$ cat config.mk
export PLATFORM = sky130hd
export DESIGN_NAME = keypad_entry_buffer
export DESIGN_NICKNAME = d
export VERILOG_FILES = /design/src/rtl/keypad_entry_buffer.sv
export SDC_FILE = /design/constraint.sdc
export NUM_CORES = 1
export LEC_CHECK = 0
export ABC_AREA = 1
export ABC_CLOCK_PERIOD_IN_PS = 1900
export BUFFER_PORTS_ARGS = -buffer_cell sky130_fd_sc_hd__buf_2
export CAP_MARGIN = 15
export CORE_ASPECT_RATIO = 1.25
export CORE_UTILIZATION = 36
export DETAILED_ROUTE_END_ITERATION = 7
export GPL_TIMING_DRIVEN = 1
export SKIP_CTS_REPAIR_TIMING = 1
export SLEW_MARGIN = 0
export SYNTH_ARGS = -nofsm -noshare
export SYNTH_HDL_FRONTEND = slang
export SYNTH_SLANG_ARGS = --single-unit
$ cat constraint.sdc
create_clock -name clk -period 1.9 [get_ports clk]
set_input_delay 0.19 -clock clk [delete_from_list [all_inputs] [get_ports clk]]
set_output_delay 0.19 -clock clk [all_outputs]
set_load 0.02 [all_outputs]
$ cat src/rtl/keypad_entry_buffer.sv
//------------------------------------------------------------------------------
// keypad_entry_buffer
//   Builds a multi-digit BCD entry from decoded keypad codes. Digits shift
//   in, '*' erases the newest digit, '#' submits the entry onto a
//   valid/ready hold register. Letter keys A-D become one-cycle commands.
//   Optional feature: define KEYPAD_ENTRY_TIMEOUT_EN to clear a partial
//   entry after TIMEOUT_CYCLES of inactivity.
//   Revision: 1.0 - initial release
//------------------------------------------------------------------------------
`timescale 1ns/1ps
`default_nettype none

module keypad_entry_buffer #(
   parameter int MAX_DIGITS     = 4,
   parameter int TIMEOUT_CYCLES = 100_000_000
) (
   input  logic                             clk,
   input  logic                             reset_n,
   input  logic [3:0]                       key_code,
   input  logic                             key_clicked,
   output logic [4*MAX_DIGITS-1:0]          live_bcd,
   output logic [$clog2(MAX_DIGITS+1)-1:0]  live_len,
   output logic [4*MAX_DIGITS-1:0]          entry_bcd,
   output logic [$clog2(MAX_DIGITS+1)-1:0]  entry_len,
   output logic                             entry_valid,
   input  logic                             entry_ready,
   output logic [1:0]                       cmd_code,
   output logic                             cmd_valid,
   output logic                             overflow,
   output logic                             timeout
);

   localparam int                LEN_W    = $clog2(MAX_DIGITS + 1);
   localparam logic [LEN_W-1:0]  FULL_LEN = LEN_W'(MAX_DIGITS);
   localparam logic [3:0]        KEY_STAR = 4'd10;

   typedef enum logic [1:0] {
      S_IDLE  = 2'd0,
      S_ENTRY = 2'd1,
      S_HOLD  = 2'd2
   } state_t;

   state_t                  state;
   logic                    click_d;
   logic                    is_digit;
   logic                    is_letter;
   logic [3:0]              digit_val;
   logic [4*MAX_DIGITS-1:0] shift_up;
   logic [4*MAX_DIGITS-1:0] shift_down;
   logic                    expired;

   // Key classification and the two shifted views of the live digits
   always_comb begin
      is_digit      = (key_code <= 4'd9);
      is_letter     = (key_code[3:2] == 2'b11);
      digit_val     = (key_code == 4'd9) ? 4'd0 : key_code + 4'd1;
      shift_up      = live_bcd << 4;
      shift_up[3:0] = digit_val;
      shift_down    = live_bcd >> 4;
   end

`ifdef KEYPAD_ENTRY_TIMEOUT_EN
   localparam int               CNT_W    = $clog2(TIMEOUT_CYCLES);
   localparam logic [CNT_W-1:0] CNT_LAST = CNT_W'(TIMEOUT_CYCLES - 1);

   logic [CNT_W-1:0] idle_cnt;

   assign expired = (idle_cnt == CNT_LAST);

   // Idle-cycle counter: runs only while a partial entry is open
   always_ff @(posedge clk or negedge reset_n) begin
      if (!reset_n) begin
         idle_cnt <= '0;
      end else if (click_d || (state != S_ENTRY) || expired) begin
         idle_cnt <= '0;
      end else begin
         idle_cnt <= idle_cnt + CNT_W'(1);
      end
   end
`else
   logic unused_timeout_cfg;

   assign expired            = 1'b0;
   assign timeout            = 1'b0;
   assign unused_timeout_cfg = (TIMEOUT_CYCLES > 0);
`endif

   // Entry state machine with registered live/entry/pulse outputs
   always_ff @(posedge clk or negedge reset_n) begin
      if (!reset_n) begin
         state       <= S_IDLE;
         click_d     <= 1'b0;
         live_bcd    <= '0;
         live_len    <= '0;
         entry_bcd   <= '0;
         entry_len   <= '0;
         entry_valid <= 1'b0;
         cmd_code    <= 2'd0;
         cmd_valid   <= 1'b0;
         overflow    <= 1'b0;
`ifdef KEYPAD_ENTRY_TIMEOUT_EN
         timeout     <= 1'b0;
`endif
      end else begin
         click_d   <= key_clicked;
         cmd_valid <= 1'b0;
         overflow  <= 1'b0;
`ifdef KEYPAD_ENTRY_TIMEOUT_EN
         timeout   <= 1'b0;
`endif
         // A key decoded in the handshake cycle still sees HOLD below
         if ((state == S_HOLD) && entry_ready) begin
            entry_valid <= 1'b0;
            state       <= S_IDLE;
         end

         if (click_d) begin
            if (is_letter) begin
               cmd_valid <= 1'b1;
               cmd_code  <= key_code[1:0];
            end else if (state == S_HOLD) begin
               overflow <= 1'b1;
            end else if (is_digit) begin
               if (live_len == FULL_LEN) begin
                  overflow <= 1'b1;
               end else begin
                  live_bcd <= shift_up;
                  live_len <= live_len + LEN_W'(1);
                  state    <= S_ENTRY;
               end
            end else if (key_code == KEY_STAR) begin
               if (state == S_ENTRY) begin
                  live_bcd <= shift_down;
                  live_len <= live_len - LEN_W'(1);
                  if (live_len == LEN_W'(1)) begin
                     state <= S_IDLE;
                  end
               end
            end else begin
               if (state == S_ENTRY) begin
                  entry_bcd   <= live_bcd;
                  entry_len   <= live_len;
                  entry_valid <= 1'b1;
                  live_bcd    <= '0;
                  live_len    <= '0;
                  state       <= S_HOLD;
               end
            end
         end else if ((state == S_ENTRY) && expired) begin
            live_bcd <= '0;
            live_len <= '0;
            state    <= S_IDLE;
`ifdef KEYPAD_ENTRY_TIMEOUT_EN
            timeout  <= 1'b1;
`endif
         end
      end
   end

endmodule

`default_nettype wire

==> run metrics, run 1 <==
Post-Syn Instances about 280; Synth Area in Adders around 2.3%; busiest grt layer met2; RSZ-0062 raised after global routing false; Synth Area in XOR/XNOR 0.793%; clk sinks 46; Final Non-Filler Cells between 400 and 500; root buffer cell clkbuf_8; Setup crit end kind register; hold endpoint state[1]$_DFF_PN0_; CP Launch Type register; Power per Cell Area 1420 mW/mm^2; Max Cap Viol 0; fmax 644 MHz; TritonRoute pass-1 iters 4; Hold Crit Start entry_ready; post-synthesis simple-gate area fraction 36.9%; total wire length 5070 um; Rows 31; Hold Path Stages 4; final setup skew around 0.0064 ns; Critical Path RT 2.08 ns; CP bufs+invs 2; die height 89.6 um; dpl cells 402; Mapped Nets 288; worst path cell trace inv_1, ha_1, nand2_1, inv_1, nor2_1, nand2_1, nand2_1, a21oi_2; RR Startpoint live_len[0]$_DFFE_PN0P_; via/cell ratio between 4 and 5; worst hold slack 0.204 ns; RD Place Congestion 0.798; Core Footprint 0.00586 mm^2; M2 GR Usage 27.4%; post-synthesis compound-gate area fraction 2.49%; Final Util a little under half; # IOs between 50 and 60; placed wire-length estimate 3520 um; M1 GR Usage 22.6%; GR Util met3 about 3.9%; mean area per synthesized cell 8.00 um^2; outcome finished, final reports clean; Congestion Overflow GR 0; reg2reg path depth 8; Mapped Area 0.00221 mm^2; clock-pin slew on the worst setup and hold paths 0.09 ns; Area Overhead vs Synth 20.8%; largest net degree at the start of global routing 47; Fin. Hold Viols 0; critical path's largest stage delay 0.42 ns; Final nets 341; Die ar. 0.00645 mm^2; WS Path Type reg -> reg; static leakage between 1.5 and 2 nW; worst vdd ir 0.000437 V; Reg2Reg Capture Point state[1]$_DFF_PN0_; TritonCTS clock tree yes; Period minus WS final 1.55 ns; initial antenna violation count 0; share of cells above drive strength 1 23.3%; period utilization 81.8%; DRC viols 0; Finish-stage setup viols 0; min-delay worst type in -> reg; Synth Register Bits 46; H-tree levels 2; register area share after synthesis between 50 and 60%; Crit-path slowest cell dfrtp_1; Critical Path Source live_len[0]$_DFFE_PN0P_; CP Max Fanout 6; Final ANT Viol Nets 0; R2R setup slack 0.35 ns; Detailed Route Iter0 Violations around 110; multiplexer share of the synthesized area 0%; delay-heaviest family, CP simple AND/OR/NAND/NOR gates; vias in the first global route 1,761; Starting Density 37.7%; Synth Warn # 0; most used cell, CP nand2_1; GR Util All Layers 17.3%; IO buf count 50; Skew-Pair Late Insertion Delay 0.31 ns; die span in x 72.1 um; CTS buffer count 5; largest family of logic cells by synthesized area simple AND/OR/NAND/NOR gates; clock tree buffer depth 2; diodes inserted 0; wire per inst between 10 and 15 um; Setup TNS 0 ns; Slew Viols, Final 0; first-pass GRT wire length ~8500 um; CP arrival 1.74 ns; DR vias 1,930; Netlist cell types 23
## report_power, final
part	leakage [nW]	internal, mW	switching [mW]
Sequential	0.609	1.30	0.282
Clock	0.0504	0.391	0.351
Combinational	0.925	0.476	0.972
## final cells by class
type,instances,area (um^2)
Multi-Input combinational cell,207,942
Inverter,14,52.6
Clock buffer,5,68.8
Tap cell,82,103
Clock inverter,3,45.0
Fill cell,588,3190
Sequential cell,46,1150
Timing Repair Buffer,55,305
## synthesized netlist by cell type
| master | count | area, um^2 |
|---|---|---|
| nand3_1 | 23 | 115 |
| nor3_1 | 1 | 5.00 |
| inv_2 | 4 | 15.0 |
| nor2_4 | 2 | 22.5 |
| xor2_1 | 2 | 17.5 |
| ha_1 | 4 | 50.1 |
| o21ai_1 | 2 | 10.0 |
| buf_2 | 5 | 25.0 |
| buf_6 | 2 | 22.5 |
| nand3_4 | 1 | 17.5 |
| nand2_1 | 151 | 567 |
| conb_1 | 1 | 3.75 |
| nor2_1 | 7 | 26.3 |
| nand2_2 | 4 | 25.0 |
| inv_1 | 10 | 37.5 |
| nor2_2 | 1 | 6.26 |
| buf_4 | 2 | 15.0 |
| a21oi_2 | 1 | 8.76 |
| dfrtp_1 | 46 | 1150 |
| a21oi_4 | 1 | 16.3 |
| nand2_4 | 1 | 11.3 |
| nor2_8 | 1 | 20.0 |
| o21ai_0 | 4 | 20.0 |
## kinds of logic (layout without fill, tap and decap cells)
group | count (synthesis) | in the layout
XOR/XNOR | 2 | 2
buffers and inverters | 23 | 77
flip-flops | 46 | 46
AO/OA/AOI/OAI | 8 | 8
AND/OR/NAND/NOR | 192 | 192
other | 1 | 1
adder cells (fa/ha/maj) | 4 | 4
## registers in the layout (all words and copies together), names as in the netlist
register     flops
entry_bcd       16
live_bcd        16
entry_len        3
live_len         3
cmd_code         2
state            2
click_d          1
cmd_valid        1
entry_valid      1
overflow         1
## routing by layer
metal	share of wire (%)	up-vias	routed length, um
met5	0	-	0
met1	45	900	2280
li1	-	960	-
met3	4.6	11	233
met2	48	59	2420
met4	2.6	0	133
## per-stage QoR
step | power (mW) | area (um^2) | worst slack (ns)
3_3_place_gp | 3.05 | 2530 | 0.364
3_5_place_dp | 3.07 | 2530 | 0.364
6_report | 3.78 | 2670 | 0.346
5_1_grt | 4.05 | 2670 | 0.134
2_1_floorplan | 2.55 | 2210 | 0.377
4_1_cts | 3.81 | 2650 | 0.339
## placed cells by master, fill, tap and decap left out, types with 2 or more instances in the layout
master,synthesis,final
nand2_1,151,151
buf_2,5,50
dfrtp_1,46,46
nand3_1,23,23
inv_1,10,10
nor2_1,7,7
clkbuf_8,0,5
nand2_2,4,4
inv_2,4,4
o21ai_0,4,4
ha_1,4,4
nor2_4,2,2
o21ai_1,2,2
xor2_1,2,2
clkinvlp_4,0,2
dlygate4sd3_1,0,2
buf_4,2,2
## worst max path at each step
stage | end | slack [ns] | depth (start not counted)
2_1_floorplan | live_bcd[4]$_DFFE_PN0P_ | 0.38 | 9
3_3_place_gp | state[1]$_DFF_PN0_ | 0.36 | 8
4_1_cts | state[1]$_DFF_PN0_ | 0.34 | 8
3_5_place_dp | state[1]$_DFF_PN0_ | 0.36 | 8
6_report | state[1]$_DFF_PN0_ | 0.35 | 8
5_1_grt | state[1]$_DFF_PN0_ | 0.13 | 8
## tightest hold or removal path, stage by stage
cell	delay [ns]
buf_2	0.10
nand2_1	0.08
nand2_1	0.08
a21oi_2	0.04
No activity file was read; power rests on OpenSTA's default activity.
==> inputs of run 2 (changes only) <==
--- a/config.mk
+++ b/config.mk
@@ -6,7 +6,7 @@
 export NUM_CORES = 1
 export LEC_CHECK = 0
 export ABC_AREA = 1
-export ABC_CLOCK_PERIOD_IN_PS = 1900
+export ABC_CLOCK_PERIOD_IN_PS = 1250
 export BUFFER_PORTS_ARGS = -buffer_cell sky130_fd_sc_hd__buf_2
 export CAP_MARGIN = 15
 export CORE_ASPECT_RATIO = 1.25
==> constraint.sdc (replaced) <==
create_clock -name clk -period 1.25 [get_ports clk]
set_input_delay 0.125 -clock clk [delete_from_list [all_inputs] [get_ports clk]]
set_output_delay 0.125 -clock clk [all_outputs]
set_load 0.02 [all_outputs]
==> run metrics, run 2 (same netlist as run 1, synthesis figures left out) <==
outcome finished, final reports clean; Comb pwr share 44.0% (+5.7 points); Storage cell area 0.00115 mm^2 (+0.22%); dpl cells 417 (+3.7%); Detailed Route Iter0 Violations 192 (+83%); Slew Viols, Final 0 (unchanged); Critical Path Source live_len[1]$_DFFE_PN0P_; Starting Density 37.7% (unchanged); total power 5.97 mW (+58%); RSZ-0062 raised after global routing true; Net Switching 2.60 mW (+62%); H-tree levels 2 (unchanged); Power per Cell Area 2050 mW/mm^2 (+45%); placed wire-length estimate 3510 um (-0.22%); clock-pin slew on the worst setup and hold paths 0.09 ns (about the same); Die ar. 0.00645 mm^2 (unchanged); Hold Crit Start entry_ready; final worst setup slack 0.0350 ns (-0.311 ns); final setup skew 0.00680 ns (+0.000422 ns); static leakage 1.70 nW (+7.3%); largest net degree at the start of global routing 47 (unchanged); worst path cell trace inv_2, ha_4, nand2_4, nor2_4, nor2_4, buf_12, nand2_1, nand2_1; Max Cap Viol 0 (unchanged); WS Path Type reg -> reg; TritonCTS clock tree yes; RR Startpoint live_len[1]$_DFFE_PN0P_; diodes inserted 0 (unchanged); min-delay worst type in -> reg; DRC viols 0 (unchanged); Fin. Hold Viols 0 (unchanged); Final Util 49.7% (+4.1 points); delay-heaviest family, CP flip-flops; clk sinks 46 (unchanged); vias in the first global route 1,687 (-4.2%); first-pass GRT wire length 8270 um (-2.4%); RD Place Congestion 0.793 (-0.58%); Seq pwr share 40.2% (-1.8 points); fmax 823 MHz (+28%); most common cell after layout, fill and taps aside nand2_1; R2R setup slack 0.03 ns (-0.31 ns); P_int 3.37 mW (+55%); Final nets 360 (+5.6%); Crit-path slowest cell dfrtp_2; TritonRoute pass-1 iters 4 (unchanged); die height 89.6 um (unchanged); worst hold slack 0.0861 ns (-0.118 ns); Rows 31 (unchanged); CP bufs+invs 2 (unchanged); die span in x 72.1 um (unchanged); root buffer cell clkbuf_8; sw frac 43.5% (+1.0 points); wire per inst 12.0 um (-2.5%); critical path's largest stage delay 0.42 ns (about the same); # IOs 52 (unchanged); clock tree buffer depth 2 (unchanged); initial antenna violation count 0 (unchanged); CP arrival 1.42 ns (-0.32 ns); Finish-stage setup viols 0 (unchanged); multi-input logic area 0.00104 mm^2 (+10%); GR Util All Layers 16.9% (-0.41 points); Congestion Overflow GR 0 (unchanged); Skew-Pair Late Insertion Delay 0.31 ns (about the same); Period minus WS final 1.22 ns (-0.339 ns); IO buf count 50 (unchanged); layout filler cell count 559 (-4.9%); via/cell ratio 4.50 (-4.0%); share of cells above drive strength 1 31.8% (+8.5 points); top flop regs entry_bcd: 16 flops, live_bcd: 16 flops; Core Footprint 0.00586 mm^2 (unchanged); CP Launch Type register; most frequent cells in the layout 144 x nand2_1, 50 x buf_2, 44 x dfrtp_1, 23 x nand3_1, 16 x buf_4; Final ANT Viol Nets 0 (unchanged); CP Max Fanout 15 (+9); period utilization 97.2% (+15 points); CTS buffer count 5 (unchanged); Final Non-Filler Cells 431 (+4.6%); Setup Slack @ Placement 0.00259 ns (-0.361 ns); DR vias 1,939 (+0.47%); Critical Path RT 1.45 ns (-0.63 ns); worst vdd ir 0.000695 V (+59%); total wire length 5170 um (+2.0%); Area Overhead vs Synth 31.7%; Clock Power Share 15.8% (-3.8 points); Setup crit end kind register
==> run 2: final timing paths <==
| path | depth (start not counted) | end |
|---|---|---|
| setup / recovery | 8 | live_bcd[3]$_DFFE_PN0P_ |
| hold / removal | 4 | entry_valid$_DFF_PN0_ |
| setup reg to reg | 8 | live_bcd[3]$_DFFE_PN0P_ |
| hold reg to reg | 2 | entry_bcd[3]$_DFFE_PN0P_ |
| max in group asynchronous | 3 | live_len[0]$_DFFE_PN0P_ |
| min in group asynchronous | 3 | cmd_code[1]$_DFFE_PN0P_ |
==> run 2: area by class of cell <==
class                   instances  share of cell area [%]
multi-input cells             209                    35.7
flip-flops and latches         46                    39.7
clock buffers                   5                    2.37
clock inverters                 3                   0.817
inverters                      14                    1.81
well taps                      82                    3.53
repair buffers                 72                    16.2
==> run 2: tightest hold or removal path, delay by kind of cell <==
family	cells	cell delay [ns]
buf+inv	1	0.08
simple gates	3	0.16
==> run 2: power by group through the flow <==
stage          clock network, mW  registers, mW  logic, mW
6_report                   0.946           2.40       2.63
5_1_grt                     1.03           2.47       2.91
4_1_cts                    0.982           2.39       2.53
3_5_place_dp                   0           2.42       2.53
3_3_place_gp                   0           2.41       2.49
2_1_floorplan                  0           2.98      0.978
==> run 2: per-stage QoR <==
| step | cell area, um^2 | setup TNS [ns] |
|---|---|---|
| finish | 2910 | 0 |
| global route | 2910 | -0.526 |
| CTS | 2800 | -0.209 |
| detailed placement | 2700 | 0 |
| global placement | 2700 | 0 |
| floorplan | 2240 | -0.919 |
==> run 2: per-layer routing <==
metal	wire [um]	track usage (%)	vias up
met5	0	0	-
met4	68	5.88	0
met3	254	3.49	5
met2	2480	27.3	60
met1	2360	22.6	881
li1	-	-	993
